**config.mk**
```make
export PLATFORM = sky130hd
export DESIGN_NAME = cpu_sequencer
export DESIGN_NICKNAME = d
export VERILOG_FILES = /design/src/rtl/cpu_sequencer.sv
export SDC_FILE = /design/constraint.sdc
export NUM_CORES = 1
export LEC_CHECK = 0
export CORE_MARGIN = 8
export CORE_UTILIZATION = 30
export DETAILED_ROUTE_END_ITERATION = 8
export PLACE_DENSITY = 0.67
export SETUP_SLACK_MARGIN = 0.3
export SYNTH_ARGS = -nofsm -noshare
export SYNTH_HDL_FRONTEND = slang
export SYNTH_SLANG_ARGS = --single-unit
```
**constraint.sdc**
```tcl
create_clock -name clk -period 5 [get_ports clk]
set_clock_uncertainty 0.15 [all_clocks]
set_input_delay 1 -clock clk [delete_from_list [all_inputs] [get_ports clk]]
set_output_delay 1 -clock clk [all_outputs]
set_load 0.01 [all_outputs]
```
**src/rtl/cpu_sequencer.sv**
```systemverilog
// Instruction-phase sequencer for an 8-phase accumulator CPU: IDLE/RUN/HALTED FSM plus datapath controls.
// Define STEP_EN to add single-step support (step_mode/step inputs and a PAUSED state).
module cpu_sequencer (
  input  logic       clk,
  input  logic       rst,
  input  logic       start,
  input  logic       zero,
  input  logic [2:0] opcode,
`ifdef STEP_EN
  input  logic       step_mode,
  input  logic       step,
`endif
  output logic [2:0] phase,
  output logic       sel,
  output logic       rd,
  output logic       ld_ir,
  output logic       inc_pc,
  output logic       halt,
  output logic       ld_pc,
  output logic       data_e,
  output logic       ld_ac,
  output logic       wr,
  output logic       busy,
  output logic [7:0] instr_cnt
);

  localparam logic [2:0] OP_HLT = 3'd0;
  localparam logic [2:0] OP_SKZ = 3'd1;
  localparam logic [2:0] OP_ADD = 3'd2;
  localparam logic [2:0] OP_AND = 3'd3;
  localparam logic [2:0] OP_XOR = 3'd4;
  localparam logic [2:0] OP_LDA = 3'd5;
  localparam logic [2:0] OP_STO = 3'd6;
  localparam logic [2:0] OP_JMP = 3'd7;

`ifdef STEP_EN
  typedef enum logic [1:0] {S_IDLE, S_RUN, S_HALTED, S_PAUSED} state_t;
`else
  typedef enum logic [1:0] {S_IDLE, S_RUN, S_HALTED} state_t;
`endif

  state_t     state, state_next;
  logic [2:0] phase_next;
  logic [7:0] cnt_next;
  logic       alu;

  // NOTE: state registers use non-blocking assignments so every flop samples pre-edge values.
  always_ff @(posedge clk) begin
    if (rst) begin
      state     <= S_IDLE;
      phase     <= '0;
      instr_cnt <= '0;
    end else begin
      state     <= state_next;
      phase     <= phase_next;
      instr_cnt <= cnt_next;
    end
  end

  // NOTE: every comb output gets a default first, so no path leaves it unassigned (no latch).
  always_comb begin
    state_next = state;
    phase_next = phase;
    cnt_next   = instr_cnt;
    case (state)
      S_IDLE: begin
        if (start) begin
          state_next = S_RUN;
          phase_next = 3'd0;
        end
      end
      S_RUN: begin
        if (phase == 3'd4 && opcode == OP_HLT) begin
          state_next = S_HALTED;  // phase stays frozen at 4
        end else begin
          phase_next = phase + 3'd1;
          if (phase == 3'd7) begin
            cnt_next = instr_cnt + 8'd1;
`ifdef STEP_EN
            if (step_mode) state_next = S_PAUSED;
`endif
          end
        end
      end
      S_HALTED: begin
        if (start) begin
          state_next = S_RUN;
          phase_next = 3'd5;
        end
      end
`ifdef STEP_EN
      S_PAUSED: begin
        if (step || !step_mode) state_next = S_RUN;
      end
`endif
      default: state_next = S_IDLE;
    endcase
  end

  assign alu  = (opcode == OP_ADD) || (opcode == OP_AND) ||
                (opcode == OP_XOR) || (opcode == OP_LDA);
  assign busy = (state == S_RUN);

  always_comb begin
    sel    = 1'b0;
    rd     = 1'b0;
    ld_ir  = 1'b0;
    inc_pc = 1'b0;
    halt   = 1'b0;
    ld_pc  = 1'b0;
    data_e = 1'b0;
    ld_ac  = 1'b0;
    wr     = 1'b0;
    if (state == S_RUN) begin
      case (phase)
        3'd0: sel = 1'b1;
        3'd1: begin sel = 1'b1; rd = 1'b1; end
        3'd2, 3'd3: begin sel = 1'b1; rd = 1'b1; ld_ir = 1'b1; end
        3'd4: begin inc_pc = 1'b1; halt = (opcode == OP_HLT); end
        3'd5: rd = alu;
        3'd6: begin
          rd     = alu;
          inc_pc = (opcode == OP_SKZ) && zero;
          ld_pc  = (opcode == OP_JMP);
          data_e = (opcode == OP_STO);
        end
        default: begin
          rd     = alu;
          ld_pc  = (opcode == OP_JMP);
          data_e = (opcode == OP_STO);
          ld_ac  = alu;
          wr     = (opcode == OP_STO);
        end
      endcase
    end else if (state == S_HALTED) begin
      halt = 1'b1;
    end
  end

endmodule

```
# After elaboration in Yosys (flattened, before gate mapping)

Index checks and enable logic that the tools add are counted.

Bits in registers: 13
Input port bits: 7
Output and inout bits: 21

Add/sub/neg operators: 2
Eq/ne operators: 21
Muxes and demuxes: 26
Bitwise operators: 1
Reduce and logical (&&, ||, !) cells: 19

Operator list:

| kind                                                                    | count |
|---|---|
| 3-bit == test, second input constant                                    | 8 |
| 1-bit two-way mux                                                       | 17 |
| 3-bit by 2-bit == test with 1-bit output, second input constant         | 4 |
| 3-bit two-way mux                                                       | 3 |
| 3-bit one-hot mux with 3 select lines                                   | 1 |
| 8-bit by 1-bit adder with 8-bit output, second input constant           | 1 |
| 7-bit OR reduction                                                      | 1 |
| 3-bit by 1-bit == test with 1-bit output, second input constant         | 2 |
| 3-bit zero test                                                         | 2 |
| 2-bit inequality test, second input constant                            | 3 |
| 2-bit OR reduction                                                      | 3 |
| 6-bit OR reduction                                                      | 1 |
| 2-bit two-way mux                                                       | 2 |
| 2-bit by 1-bit inequality test with 1-bit output, second input constant | 2 |
| 1-bit one-hot mux with 2 select lines                                   | 2 |
| 2-bit one-hot mux with 2 select lines                                   | 1 |
| 4-bit AND reduction                                                     | 1 |
| 4-bit OR reduction                                                      | 1 |
| 3-bit by 1-bit adder with 3-bit output, second input constant           | 1 |
| 1-bit logical OR                                                        | 3 |
| 3-bit AND reduction                                                     | 1 |
| 3-bit nonzero test                                                      | 1 |
| 3-bit OR reduction                                                      | 1 |
| 2-bit by 1-bit == test with 1-bit output, second input constant         | 1 |
| 5 further kinds                                                         | 6 |

# Longest topological paths before layout

Gate-level depths: netlist of run 1.

Word-level depth: 6
Gate-level depth with buffers: 7

# Worst setup path before layout of run 1

No wires, ideal clock.

Kind: input port to output port
Start point: in opcode[1]
End point: out halt
Data arrival time: 1,673 ps
Required time: 3,850 ps
Path slack: 2,177 ps
Stages: 3
Path through: nor4b_1 -> nand3_1 -> o21ai_0

Word-level cells in the longest chain between the ends: 3

Ends and longest elaborated chain:

| element            | RTL line | RTL |
|---|---|---|
| start: declaration | 8        | `input logic [2:0] opcode,` |
| 3-bit zero test    | 119      | `3'd4: begin inc_pc = 1'b1; halt = (opcode == OP_HLT); end` |
| 1-bit two-way mux  | 115      | `case (phase)` |
| 1-bit two-way mux  | 114      | `if (state == S_RUN) begin` |
| end: declaration   | 18       | `output logic halt,` |

Every way passes these cells.

# Final worst setup path of run 1

Start point: in opcode[0]
End point: out halt

The elaborated chain is that of the path after synthesis.

==> flow_metrics.tcl, run 1 <==
set metrics [dict create \
    fin_util 0.422 \
    p_leak_nw 0.466 \
    antenna_found_initial 0 \
    layout_commonest_cell "clkdlybuf4s50_1" \
    regToRegSetupSlack_ns 2.73 \
    r2r-end "state[0]$_SDFFE_PP0P_" \
    yosys-top-cells-area "dfxtp_1 (27%), ha_1 (17%), nor2_1 (6.6%), xor2_1 (5.5%), o211ai_1 (3.9%)" \
    crit_arrival_ns 3.09 \
    synth_ff_type "dfxtp_1" \
    via_count 915 \
    yosysTopAreaCellShare 0.271 \
    cts-root-buf "clkbuf_4" \
    hold_viol_final 0 \
    viasPerCell 4.89 \
    cp_slowest_cell "nor4b_1" \
    rsz0062_at_grt "no" \
    critical_path_class "input pin to output port" \
    synth_seq_cells 13 \
    antennaDiodeCount 0 \
    dp.final_hpwl_mm 1.92 \
    cp.required_ns 3.85 \
    cpMostUsedCell "clkdlybuf4s50_1" \
    post_synth.cell_area_avg_um2 8.13 \
    tightest_slew_ns 0.619 \
    drive_gt1_frac 0.0280 \
    finalSetupViolCount 0 \
    drc 0 \
    area_delta_synth_final_pct 34.2 \
    worstHoldPathType "register to register" \
    post_cts_buffers 0 \
    ys_seq_area_frac 0.271 \
    cts_buffers 3 \
    die_area_mm2 0.00526 \
    async_flop_share 0 \
    gp_congestion 0.847 \
    drt_pass1_iterations 4 \
    final.setup.tns_ns 0 \
    syn-num-nets 138 \
    path_cells "clkdlybuf4s50_1, nor4b_1, nand3_1, o21ai_0, clkdlybuf4s50_1" \
    min-delay-start "instr_cnt[7]$_SDFFE_PP0P_" \
    worst_hold_path.num_cells 2 \
    maxCapViolCount 0 \
    die_w_um 72.6 \
    power_mw 0.204 \
    grt-ovfl-total 0 \
    wl_mm 2.43 \
    synth_cells 118 \
    most-common-layout-cells "clkdlybuf4s50_1 (27), nor2_1 (17), ha_1 (13), dfxtp_1 (13), inv_1 (8)" \
    fill_cells 327 \
    min_to "instr_cnt[7]$_SDFFE_PP0P_" \
    cts_sinks 13 \
    clk_pin_slew_ns 0.08 \
    synth-edff-count 0 \
    ant_nets 0 \
    synth_warnings 0 \
    ctsResizeCount 0 \
    vdd_drop_max_v 0.0000599 \
    fin_crit_ns 4.24 \
    period_share 0.849 \
    multi_input_area_um2 646 \
    r2r_cells 6 \
    cp_max_fo 13 \
    design.core.area_mm2 0.00305 \
    path_buf_inv 2 \
    cts_tree "built" \
    grt_max_degree 21 \
    slew_headroom 0.587 \
    grt_util_all_layers 0.0918 \
    timing.final.ws_setup_ns 0.755 \
    max_freq_mhz 236 \
    synth_largest_area_cell "dfxtp_1" \
    wl_per_cell_um 13.0 \
    drtIter0Drc 29 \
    initial_core_util 0.314 \
    grt_pass1_wl_mm 4.02 \
    worst_path_largest_cell_delay_ns 0.64 \
    drv_slew 0 \
    final_nets 164 \
    placement.io_buffers 27 \
    clock_path_buffers 2 \
    status "completed" \
    critical_path.top_delay_family "buffers and inverters" \
    cts_hold_buf 0 \
    htree_levels 1 \
    rows 20 \
    register_area_um2 260 \
    worstReg2RegStart "phase[0]$_SDFFE_PP0P_" \
    pre_cts_ws_ns 0.773 \
    ios 28 \
    cp-start-kind "input pin" \
    synthDistinctLibCells 33 \
    synth_area_um2 960 \
    powerDensity_mw_per_mm2 158 \
    grt_pass1_vias 885 \
    worst_setup_path_end_kind "output port" \
    floorplan.die.height_um 72.6 \
    worstSkewPairLatency_ns 0.28 \
]
## sequential cells by signal, summed over array words and instances (netlist names)
| signal | flops |
|---|---|
| instr_cnt | 8 |
| phase | 3 |
| state | 2 |
## worst max path at each step
stage	start	to	slack [ns]	depth (start not counted)
floorplan	opcode[1]	halt	2.18	3
global placement	opcode[0]	halt	0.83	5
detailed placement	opcode[0]	halt	0.77	5
CTS	opcode[0]	halt	0.77	5
global route	opcode[0]	halt	0.62	5
finish	opcode[0]	halt	0.76	5
## through the flow
step | cells | instance area [um2] | hold slack (ns)
final | 187 | 1290 | 0.378
after CTS | 187 | 1290 | 0.385
after global routing | 187 | 1290 | 0.417
after detailed placement | 183 | 1260 | 0.365
after floorplan | 118 | 960 | 0.354
after global placement | 183 | 1260 | 0.358
## cell families (layout without fill, tap and decap cells)
| family | count (synthesis) | after routing | synth area share |
|---|---|---|---|
| and+or+nand+nor | 44 | 44 | 0.240 |
| AOI/OAI and AO/OA | 25 | 25 | 0.180 |
| buffers and inverters | 14 | 39 | 0.0561 |
| adders and majority gates | 13 | 13 | 0.169 |
| DFF | 13 | 13 | 0.271 |
| xor gates and xnor gates | 8 | 8 | 0.0730 |
| muxes | 1 | 1 | 0.0104 |
## final cells by class
type	count	share of cell area
repair buffers	27	0.210
inverters	8	0.0233
multi-input cells	91	0.501
well taps	44	0.0428
clock buffers	4	0.0204
flip-flops and latches	13	0.202
## worst min-delay path, cell delays in order, from the launching register on
cell and delay, ns:
dfxtp_1 0.35, xor2_1 0.07, nor2_1 0.07
## synthesized netlist by cell type (all sizes together), types with 2 or more instances
cell	n
nand3	4
o21ai	4
nor2	17
o2111ai	3
a21oi	5
inv	8
nor2b	2
nand2b	3
clkbuf	4
xor2	6
o211ai	5
nand2	3
nand4	2
nor3	5
ha	13
o21a	2
buf	2
dfxtp	13
and4	2
xnor2	2
and2	2
## layer usage
layer	share of wire	track usage
met4	0.014	0.0400
met1	0.46	0.103
met3	0.069	0.0275
met5	0	0
met2	0.46	0.155
## report_power, final
| group | switching [mW] | internal (mW) | total (mW) |
|---|---|---|---|
| Combinational | 0.0173 | 0.0153 | 0.0326 |
| Clock | 0.0349 | 0.0309 | 0.0658 |
| Sequential | 0.00126 | 0.104 | 0.106 |
| Total | 0.0535 | 0.150 | 0.204 |
(Power assumes the default switching activity.)
==> inputs of run 2 (changes only) <==
clock period = 4.39 ns   (was 5 ns; I/O delays follow)
==> run 2 against run 1 <==
Effect of this change:
- final area is 0.58% higher
- worst setup slack worse by 0.20 ns
- core utilization is 0.25 points higher
- non-clock buffer count is 1 higher
- routed wire length is 0.21% higher
- sequential power is 13% higher
- clock-buffer cell count stayed put
- critical endpoint unchanged
- largest cell class unchanged
- largest power group unchanged
==> flow_metrics.tcl, run 2 (same netlist as run 1, synthesis figures left out) <==
set metrics [dict create \
    cp.required_ns 3.36 \
    regMostFlops "instr_cnt" \
    finalSetupViolCount 0 \
    status "completed" \
    die_area_mm2 0.00526 \
    final_area_mm2 0.00129 \
    p_leak_nw 0.471 \
    max_freq_mhz 261 \
    clk_pin_slew_ns 0.08 \
    cts-root-buf "clkbuf_4" \
    grt_max_degree 21 \
    crit_arrival_ns 2.80 \
    gp_congestion 0.846 \
    cp_max_fo 6 \
    final_nets 165 \
    power_frac_clock 0.326 \
    largest_reg_flops 8 \
    worstHoldPathType "register to register" \
    powerDensity_mw_per_mm2 181 \
    layout_commonest_cell "clkdlybuf4s50_1" \
    worst_setup_path_end_kind "output port" \
    seq_power_share 0.512 \
    cts_tree "built" \
    ios 28 \
    most-common-layout-cells "clkdlybuf4s50_1 (27), nor2_1 (17), ha_1 (13), dfxtp_1 (13), inv_1 (8)" \
    via_count 903 \
    cts_buffers 3 \
    area_delta_synth_final_pct 34.9 \
    met2_usage 0.151 \
    fin_crit_ns 3.83 \
    cp-start-kind "input pin" \
    hold_viol_final 0 \
    tightest_slew_ns 0.647 \
    cts_hold_buf 0 \
    ctsResizeCount 0 \
    initial_core_util 0.314 \
    die_w_um 72.6 \
    maxCapViolCount 0 \
    drc 0 \
    p_int_mw 0.172 \
    drt_pass1_iterations 4 \
    use_met1 0.101 \
    design.core.area_mm2 0.00305 \
    wl_per_cell_um 12.9 \
    wl_mm 2.43 \
    viasPerCell 4.80 \
    critical_path_class "input pin to output port" \
    placed_area_mm2 0.00127 \
    rows 20 \
    grt-ovfl-total 0 \
    post_cts_buffers 0 \
    drive_gt1_frac 0.0347 \
    fill_cells 323 \
    antenna_found_initial 0 \
    grt_util_all_layers 0.0964 \
    fin_cells 188 \
    drv_slew 0 \
    period_share 0.873 \
    vdd_drop_max_v 0.0000988 \
    fin_util 0.424 \
    grt_pass1_wl_mm 4.05 \
    rsz0062_at_grt "no" \
    htree_levels 1 \
    use_met3 0.0399 \
    dp.final_hpwl_mm 1.86 \
    floorplan.die.height_um 72.6 \
    register_area_um2 260 \
    drtIter0Drc 29 \
    worstSkewPairLatency_ns 0.28 \
    cts_sinks 13 \
    reg.largest.list "instr_cnt (8), phase (3), state (2)" \
    gr-max-usage-layer "met2" \
    p_sw_mw 0.0627 \
    place_inst 184 \
    clock_path_buffers 2 \
    multi_input_area_um2 646 \
    antennaDiodeCount 0 \
    final.setup.tns_ns 0 \
    ant_nets 0 \
    p_sw_frac 0.267 \
    slew_headroom 0.569 \
    placement.io_buffers 27 \
    pwr-share-comb 0.162 \
    grt_pass1_vias 917 \
]
[run 2: cell types whose count changed in the layout (fill, tap and decap cells not counted), sizes merged]
cell  previous run  this run
buf              0         1
[run 2: cell type report]
cell class / count / share of cell area
Clock buffer: 4 / 0.0203
Inverter: 8 / 0.0232
Timing Repair Buffer: 28 / 0.214
Multi-Input combinational cell: 91 / 0.499
Tap cell: 44 / 0.0425
Sequential cell: 13 / 0.201
[run 2: routing by layer]
layer | part of all wire | vias to the layer above
li1 | - | 465
met1 | 0.45 | 406
met2 | 0.45 | 26
met3 | 0.081 | 6
met4 | 0.020 | 0
met5 | 0 | -
[run 2: critical path: stages]
cell and delay, ns:
clkdlybuf4s50_1 0.50, nor4b_1 0.59, nand3_1 0.14, o21ai_0 0.12, clkdlybuf4s50_1 0.57
[run 2: worst paths after layout]
path	startpoint	end	slack [ns]	depth (start not counted)
max reg2reg	phase[0]$_SDFFE_PP0P_	state[0]$_SDFFE_PP0P_	2.12	6
min reg2reg	instr_cnt[7]$_SDFFE_PP0P_	instr_cnt[7]$_SDFFE_PP0P_	0.37	2
max	opcode[1]	halt	0.56	5
min	instr_cnt[7]$_SDFFE_PP0P_	instr_cnt[7]$_SDFFE_PP0P_	0.37	2
[run 2: power by group through the flow]
| stage | combinational, mW | sequential, mW | clock, mW |
|---|---|---|---|
| floorplan | 0.0218 | 0.123 | 0 |
| global placement | 0.0368 | 0.123 | 0 |
| detailed placement | 0.0377 | 0.123 | 0 |
| CTS | 0.0380 | 0.120 | 0.0813 |
| global route | 0.0410 | 0.121 | 0.0885 |
| finish | 0.0381 | 0.120 | 0.0766 |
[run 2: stage by stage]
stage	power [mW]	hold WS, ns	setup WS [ns]
6_report	0.235	0.370	0.558
5_1_grt	0.250	0.428	0.359
4_1_cts	0.240	0.383	0.555
3_5_place_dp	0.161	0.358	0.576
3_3_place_gp	0.160	0.354	0.638
2_1_floorplan	0.145	0.354	1.74
